## src/rtl/meter_pkg.sv

```systemverilog
// Shared types and helpers for the frequency/duty-cycle meter channel scheduler.
package meter_pkg;

  localparam int unsigned CNT_W    = 32;
  localparam int unsigned CH_MAX_W = 4;

  typedef enum logic [2:0] {
    IDLE,
    SELECT,
    SETTLE,
    GATE,
    LATCH,
    OUTPUT
  } state_e;

  typedef struct packed {
    logic [CH_MAX_W-1:0] ch;
    logic [CNT_W-1:0]    high;
    logic [CNT_W-1:0]    low;
    logic [CNT_W-1:0]    edges;
  } result_t;

  // Round-robin: first set mask bit strictly after last_ch, wrapping; unused upper mask bits must be 0.
  function automatic logic [CH_MAX_W-1:0] next_ch(input logic [15:0]         mask,
                                                  input logic [CH_MAX_W-1:0] last_ch);
    logic                found;
    logic [CH_MAX_W-1:0] idx;
    next_ch = last_ch;
    found   = 1'b0;
    for (int i = 1; i <= 16; i++) begin
      idx = last_ch + CH_MAX_W'(i);
      if (!found && mask[idx]) begin
        next_ch = idx;
        found   = 1'b1;
      end
    end
  endfunction

endpackage

```

## src/rtl/meter_sync.sv

```systemverilog
// Two-flop synchronizer over a vector of independent asynchronous bits.
module meter_sync #(
  parameter int unsigned W = 1
) (
  input  logic         clk,
  input  logic         rst_n,
  input  logic [W-1:0] d,
  output logic [W-1:0] q
);

  logic [W-1:0] meta;

  always_ff @(posedge clk or negedge rst_n) begin
    if (!rst_n) begin
      meta <= '0;
      q    <= '0;
    end else begin
      meta <= d;
      q    <= meta;
    end
  end

endmodule

```

## src/rtl/meter_channel_scheduler.sv

```systemverilog
// Round-robin scheduler sharing one gated high/low/edge counter across N_CH meter inputs.
module meter_channel_scheduler #(
  parameter int unsigned N_CH          = 4,
  parameter int unsigned CNT_W         = meter_pkg::CNT_W,
  parameter int unsigned GATE_CYCLES   = 100_000_000,
  parameter int unsigned SETTLE_CYCLES = 10
) (
  input  logic                    sys_clk,
  input  logic                    rst_n,
  input  logic                    run,
  input  logic [N_CH-1:0]         ch_enable,
  input  logic [N_CH-1:0]         sig_in,
  input  logic                    res_ready,
  output logic                    res_valid,
  output logic [$clog2(N_CH)-1:0] res_ch,
  output logic [CNT_W-1:0]        res_high,
  output logic [CNT_W-1:0]        res_low,
  output logic [CNT_W-1:0]        res_edges,
  output logic                    busy
);

  import meter_pkg::*;

  localparam int unsigned CH_W = $clog2(N_CH);

  if (N_CH < 2 || N_CH > 16) begin : g_bad_n_ch
    $error("N_CH must be in 2..16");
  end
  if (GATE_CYCLES < 1 || (CNT_W < 32 && GATE_CYCLES >= (32'd1 << CNT_W))) begin : g_bad_gate
    $error("GATE_CYCLES must be in 1..2**CNT_W-1");
  end
  if (SETTLE_CYCLES < 3) begin : g_bad_settle
    $error("SETTLE_CYCLES must be at least 3");
  end

  state_e           state_q, state_d;
  logic [N_CH-1:0]  sync_q;
  logic [CH_W-1:0]  cur_ch, last_ch;
  logic             prev;
  logic             samp_c;
  logic             timer_zero_c;
  logic [CNT_W-1:0] timer, cnt_high, cnt_low, cnt_edges;

  meter_sync #(.W(N_CH)) u_sync (
    .clk   (sys_clk),
    .rst_n (rst_n),
    .d     (sig_in),
    .q     (sync_q)
  );

  assign samp_c       = sync_q[cur_ch];
  assign timer_zero_c = (timer == '0);

  always_ff @(posedge sys_clk or negedge rst_n) begin
    if (!rst_n) state_q <= IDLE;
    else        state_q <= state_d;
  end

  always_comb begin
    state_d = state_q;
    case (state_q)
      IDLE:    if (run && |ch_enable) state_d = SELECT;
      SELECT:  state_d = (|ch_enable) ? SETTLE : IDLE;
      SETTLE:  if (timer_zero_c) state_d = GATE;
      GATE:    if (timer_zero_c) state_d = LATCH;
      LATCH:   state_d = OUTPUT;
      OUTPUT:  if (res_valid && res_ready) state_d = run ? SELECT : IDLE;
      default: state_d = IDLE;
    endcase
  end

  // Datapath and output registers; prev tracks the muxed sample in every state.
  always_ff @(posedge sys_clk or negedge rst_n) begin
    if (!rst_n) begin
      cur_ch    <= '0;
      last_ch   <= CH_W'(N_CH - 1);
      prev      <= 1'b0;
      timer     <= '0;
      cnt_high  <= '0;
      cnt_low   <= '0;
      cnt_edges <= '0;
      res_valid <= 1'b0;
      res_ch    <= '0;
      res_high  <= '0;
      res_low   <= '0;
      res_edges <= '0;
      busy      <= 1'b0;
    end else begin
      prev      <= samp_c;
      res_valid <= (state_d == OUTPUT);
      busy      <= (state_d != IDLE);
      case (state_q)
        SELECT: begin
          cur_ch    <= CH_W'(next_ch(16'(ch_enable), CH_MAX_W'(last_ch)));
          timer     <= CNT_W'(SETTLE_CYCLES - 1);
          cnt_high  <= '0;
          cnt_low   <= '0;
          cnt_edges <= '0;
        end
        SETTLE: timer <= timer_zero_c ? CNT_W'(GATE_CYCLES - 1) : timer - CNT_W'(1);
        GATE: begin
          if (!timer_zero_c) timer <= timer - CNT_W'(1);
          if (samp_c) cnt_high <= cnt_high + CNT_W'(1);
          else        cnt_low  <= cnt_low + CNT_W'(1);
          if (samp_c && !prev) cnt_edges <= cnt_edges + CNT_W'(1);
        end
        LATCH: begin
          res_ch    <= cur_ch;
          res_high  <= cnt_high;
          res_low   <= cnt_low;
          res_edges <= cnt_edges;
          last_ch   <= cur_ch;
        end
        default: ;
      endcase
    end
  end

endmodule

```

## config.mk

```make
export PLATFORM = sky130hd
export DESIGN_NAME = meter_channel_scheduler
export DESIGN_NICKNAME = d
export VERILOG_FILES = /design/src/rtl/meter_pkg.sv /design/src/rtl/meter_sync.sv /design/src/rtl/meter_channel_scheduler.sv
export SDC_FILE = /design/constraint.sdc
export NUM_CORES = 1
export LEC_CHECK = 0
export CAP_MARGIN = 10
export CORE_MARGIN = 2
export CORE_UTILIZATION = 60
export CTS_CLUSTER_DIAMETER = 150
export DETAILED_ROUTE_END_ITERATION = 16
export GPL_TIMING_DRIVEN = 0
export HOLD_SLACK_MARGIN = 0.03
export PLACE_DENSITY = 0.84
export SLEW_MARGIN = 10
export SYNTH_ARGS = -nofsm -noshare
export SYNTH_HDL_FRONTEND = slang
export SYNTH_SLANG_ARGS = --single-unit
```

## constraint.sdc

```tcl
create_clock -name sys_clk -period 5.5 [get_ports sys_clk]
set_clock_uncertainty 0.1 [all_clocks]
set_input_delay 0.825 -clock sys_clk [delete_from_list [all_inputs] [get_ports sys_clk]]
set_output_delay 0.825 -clock sys_clk [all_outputs]
set_load 0.005 [all_outputs]
```

==> flow_metrics.py <==
metrics = {
    "worst_setup_path": {
        "max_stage_delay_ps": 580,
        "worst_setup_path_start_kind": "flop",
        "path_cells": "clkbuf_1 > nand2_1 > nor2_1 > clkbuf_1 > clkbuf_1 > mux2_2",
        "worst_setup_path_end_kind": "flop",
        "cp_max_fo": 10,
        "slowest_stage": "clkbuf_1",
        "critPathArrivalTime_ps": 3100,
        "critPathKind": "flop to flop",
        "crit_required_ps": 5800,
        "cpMostUsedCell": "clkbuf_1",
    },
    "timing": {
        "post-route-period-util_pct": 50.9,
        "fmax_mhz": 357,
        "hold_violations": 0,
        "holdWs_ps": 166,
        "drv_slew": 0,
        "grt_setup_unrepaired": "false",
        "worst_pin_slew_ps": 813,
        "period_minus_slack_ps": 2800,
        "setup_violations": 0,
        "slew_headroom_pct": 45.6,
        "setup_slack_ps": 2700,
        "tns_ps": 0,
    },
    "synthesis": {
        "ys.flop_type": "dfrtp_1",
        "synth_edf_count": 0,
        "synthDistinctLibCells": 67,
        "synthesis.area_mm2": 0.0113,
        "synth_async_sr_flop_share_pct": 100,
        "synth_top_area_share_pct": 53.7,
        "ys_warn_count": 0,
        "avgSynthCellArea_um2": 11.1,
        "synth_top_cell_by_area": "dfrtp_1",
        "synthCells": 1019,
        "ys_ff_latch": 244,
        "seq_area_frac_synth_pct": 54.1,
        "synth_area_leaders": "dfrtp_1 (54%), mux2_2 (10%), xor2_1 (5.1%)",
        "syn-num-nets": 1038,
    },
    "cells_and_area": {
        "nFillCells": 1271,
        "nets": 1178,
        "drive_above_1_share_pct": 16.4,
        "final-seq-area_mm2": 0.00611,
        "utilization_pct": 73.1,
        "area_growth_pct": 20.5,
        "final_common_cell": "dfrtp_1",
        "multi_input_area_mm2": 0.00489,
        "final_cell_mix": "dfrtp_1 (242), nor2_1 (151), clkdlybuf4s50_1 (110)",
        "n_antenna_cell": 0,
    },
    "pwr": {
        "switchingPower_w": 0.00154,
        "power.switching_fraction_pct": 31.3,
        "seqPwrFrac_pct": 43.7,
        "internal_power_w": 0.00337,
        "clkPwrFrac_pct": 35.2,
        "combPwrFrac_pct": 21.0,
        "leakage_nw": 6.24,
        "p_per_area_mw_per_mm2": 362,
        "max-vdd-ir-drop_v": 0.000321,
    },
    "global_route": {
        "grt_max_degree": 109,
        "grt_pass1_vias": 8347,
        "grt_pass1_wl_um": 42000,
        "grt_antenna_before_repair": 0,
        "grt_overflow": 0,
        "grt_use_total_pct": 25.9,
    },
    "job": {
        "max_cap_viol_count": 0,
    },
    "die": {
        "core_area_mm2": 0.0186,
        "rows": 50,
        "die_h_um": 141,
        "die_area_mm2": 0.0199,
        "ios": 112,
        "start_util_pct": 60.7,
        "die_w_um": 141,
    },
    "clock_tree": {
        "cts_made_buffers": 25,
        "cts_resized": 0,
        "postCtsSetupBuffers": 0,
        "cts_hold_buf": 0,
        "cts_sinks": 244,
        "clk_path_buf_depth": 3,
        "root_buffer": "clkbuf_16",
        "cts_tree": "yes",
        "clk_pin_slew_worst_paths_ps": 60,
        "clock_latency_ps": 520,
        "h-tree-depth": 1,
    },
    "place": {
        "io_buffer_count": 111,
        "routabilityCongestion": 0.884,
        "post-place-ws_ps": 2720,
        "dp_hpwl_um": 16900,
    },
    "route": {
        "drt-total-wl_um": 25300,
        "dr_total_vias": 8377,
        "drtIter0Drc": 551,
        "drc": 0,
        "wire_per_inst_um": 17.9,
        "drtPass1Iterations": 5,
        "vias_per_cell": 5.93,
        "ant_nets": 0,
    },
    "min_path": {
        "hold_path.class": "primary input to async pin",
    },
    "run_status": {
        "status": "complete, no violations",
    },
}
-- worst max-delay path, delay by kind of cell (launching register included) --
family	cells	cell delay, ps
flops	1	390
mux	1	390
buf+inv	3	1380
simple gates	2	410
-- area by class of cell --
| type | count | area share (%) |
|---|---|---|
| flip-flops and latches | 244 | 45.0 |
| multi-input cells | 711 | 36.0 |
| clock inverters | 15 | 1.22 |
| repair buffers | 113 | 8.62 |
| clock buffers | 31 | 4.99 |
| inverters | 18 | 0.497 |
| plain buffers | 46 | 1.56 |
| well taps | 234 | 2.15 |
-- power by group through the flow --
stage / Combinational (W) / Clock, W / Sequential [W]
4_1_cts: 0.00103 / 0.00174 / 0.00215
5_1_grt: 0.00115 / 0.00182 / 0.00217
3_5_place_dp: 0.00101 / 0 / 0.00217
3_3_place_gp: 0.000978 / 0 / 0.00217
2_1_floorplan: 0.000772 / 0 / 0.00213
6_report: 0.00103 / 0.00173 / 0.00215
-- registers in the layout (all words and copies together), names as in the netlist --
register,flops
cnt_edges,32
cnt_high,32
cnt_low,32
res_edges,32
res_high,32
res_low,32
timer,32
u_sync.meta,4
u_sync.q,4
state_q,3
cur_ch,2
last_ch,2
res_ch,2
busy,1
prev,1
res_valid,1
-- synth_stat cells (all sizes together) (2+ instances only) --
library cell  instances
nand2b                3
or4                   3
a31oi                10
o31ai                 5
nand3                46
nand4                41
a21oi                21
dfstp                 2
o22a                  2
a41oi                 2
and3                 16
o21bai                3
nor4b                 2
nand2                62
o21ai                24
nor2                151
a211oi                5
xor2                 66
mux4                  3
xnor2                28
o41ai                 2
mux2i                 5
ha                    7
clkbuf               21
or2                   4
nand3b                3
nor2b                 2
and4                  8
buf                  25
or3                  11
o32ai                 7
a22oi                 4
nor3                 28
nor4                 15
mux2                100
dfrtp               242
and2                  5
a22o                  2
inv                  18
-- layer usage --
layer	up-vias	share of wire [%]	global-route usage [%]
li1	3882	-	-
met1	4173	43	35.3
met2	265	49	43.0
met3	57	5.9	4.38
met4	0	2.7	8.21
met5	-	0	0
-- path summary, 6_finish.rpt --
check                               start  slack, ps  depth (start not counted)      endpoint
min                                 rst_n        170                          1      timer[9]
max in group asynchronous           rst_n       3930                          3   res_low[18]
max reg2reg                    state_q[2]       2700                          6  res_high[30]
min reg2reg                u_sync.meta[0]        250                          0   u_sync.q[0]
max                            state_q[2]       2700                          6  res_high[30]
min in group sys_clk       u_sync.meta[0]        250                          0   u_sync.q[0]
-- cells by family (layout without fill, tap and decap cells) --
family          after synthesis  after routing  share of synthesized area (%)
compound gates               98             98                           6.02
simple gates                404            404                           18.3
mux                         108            108                           11.0
flops                       244            244                           54.1
xor+xnor                     94             94                           7.30
fa+ha+maj                     7              7                          0.776
buf+inv                      64            223                           2.47
-- metrics by stage --
stage | instance area, um2 | total power [W] | std cells
after global placement | 12700 | 0.00314 | 1364
final | 13600 | 0.00491 | 1412
after CTS | 13600 | 0.00491 | 1412
after detailed placement | 12700 | 0.00318 | 1366
after floorplan | 11300 | 0.00290 | 1019
after global routing | 13600 | 0.00514 | 1412
(Power assumes the default switching activity.)
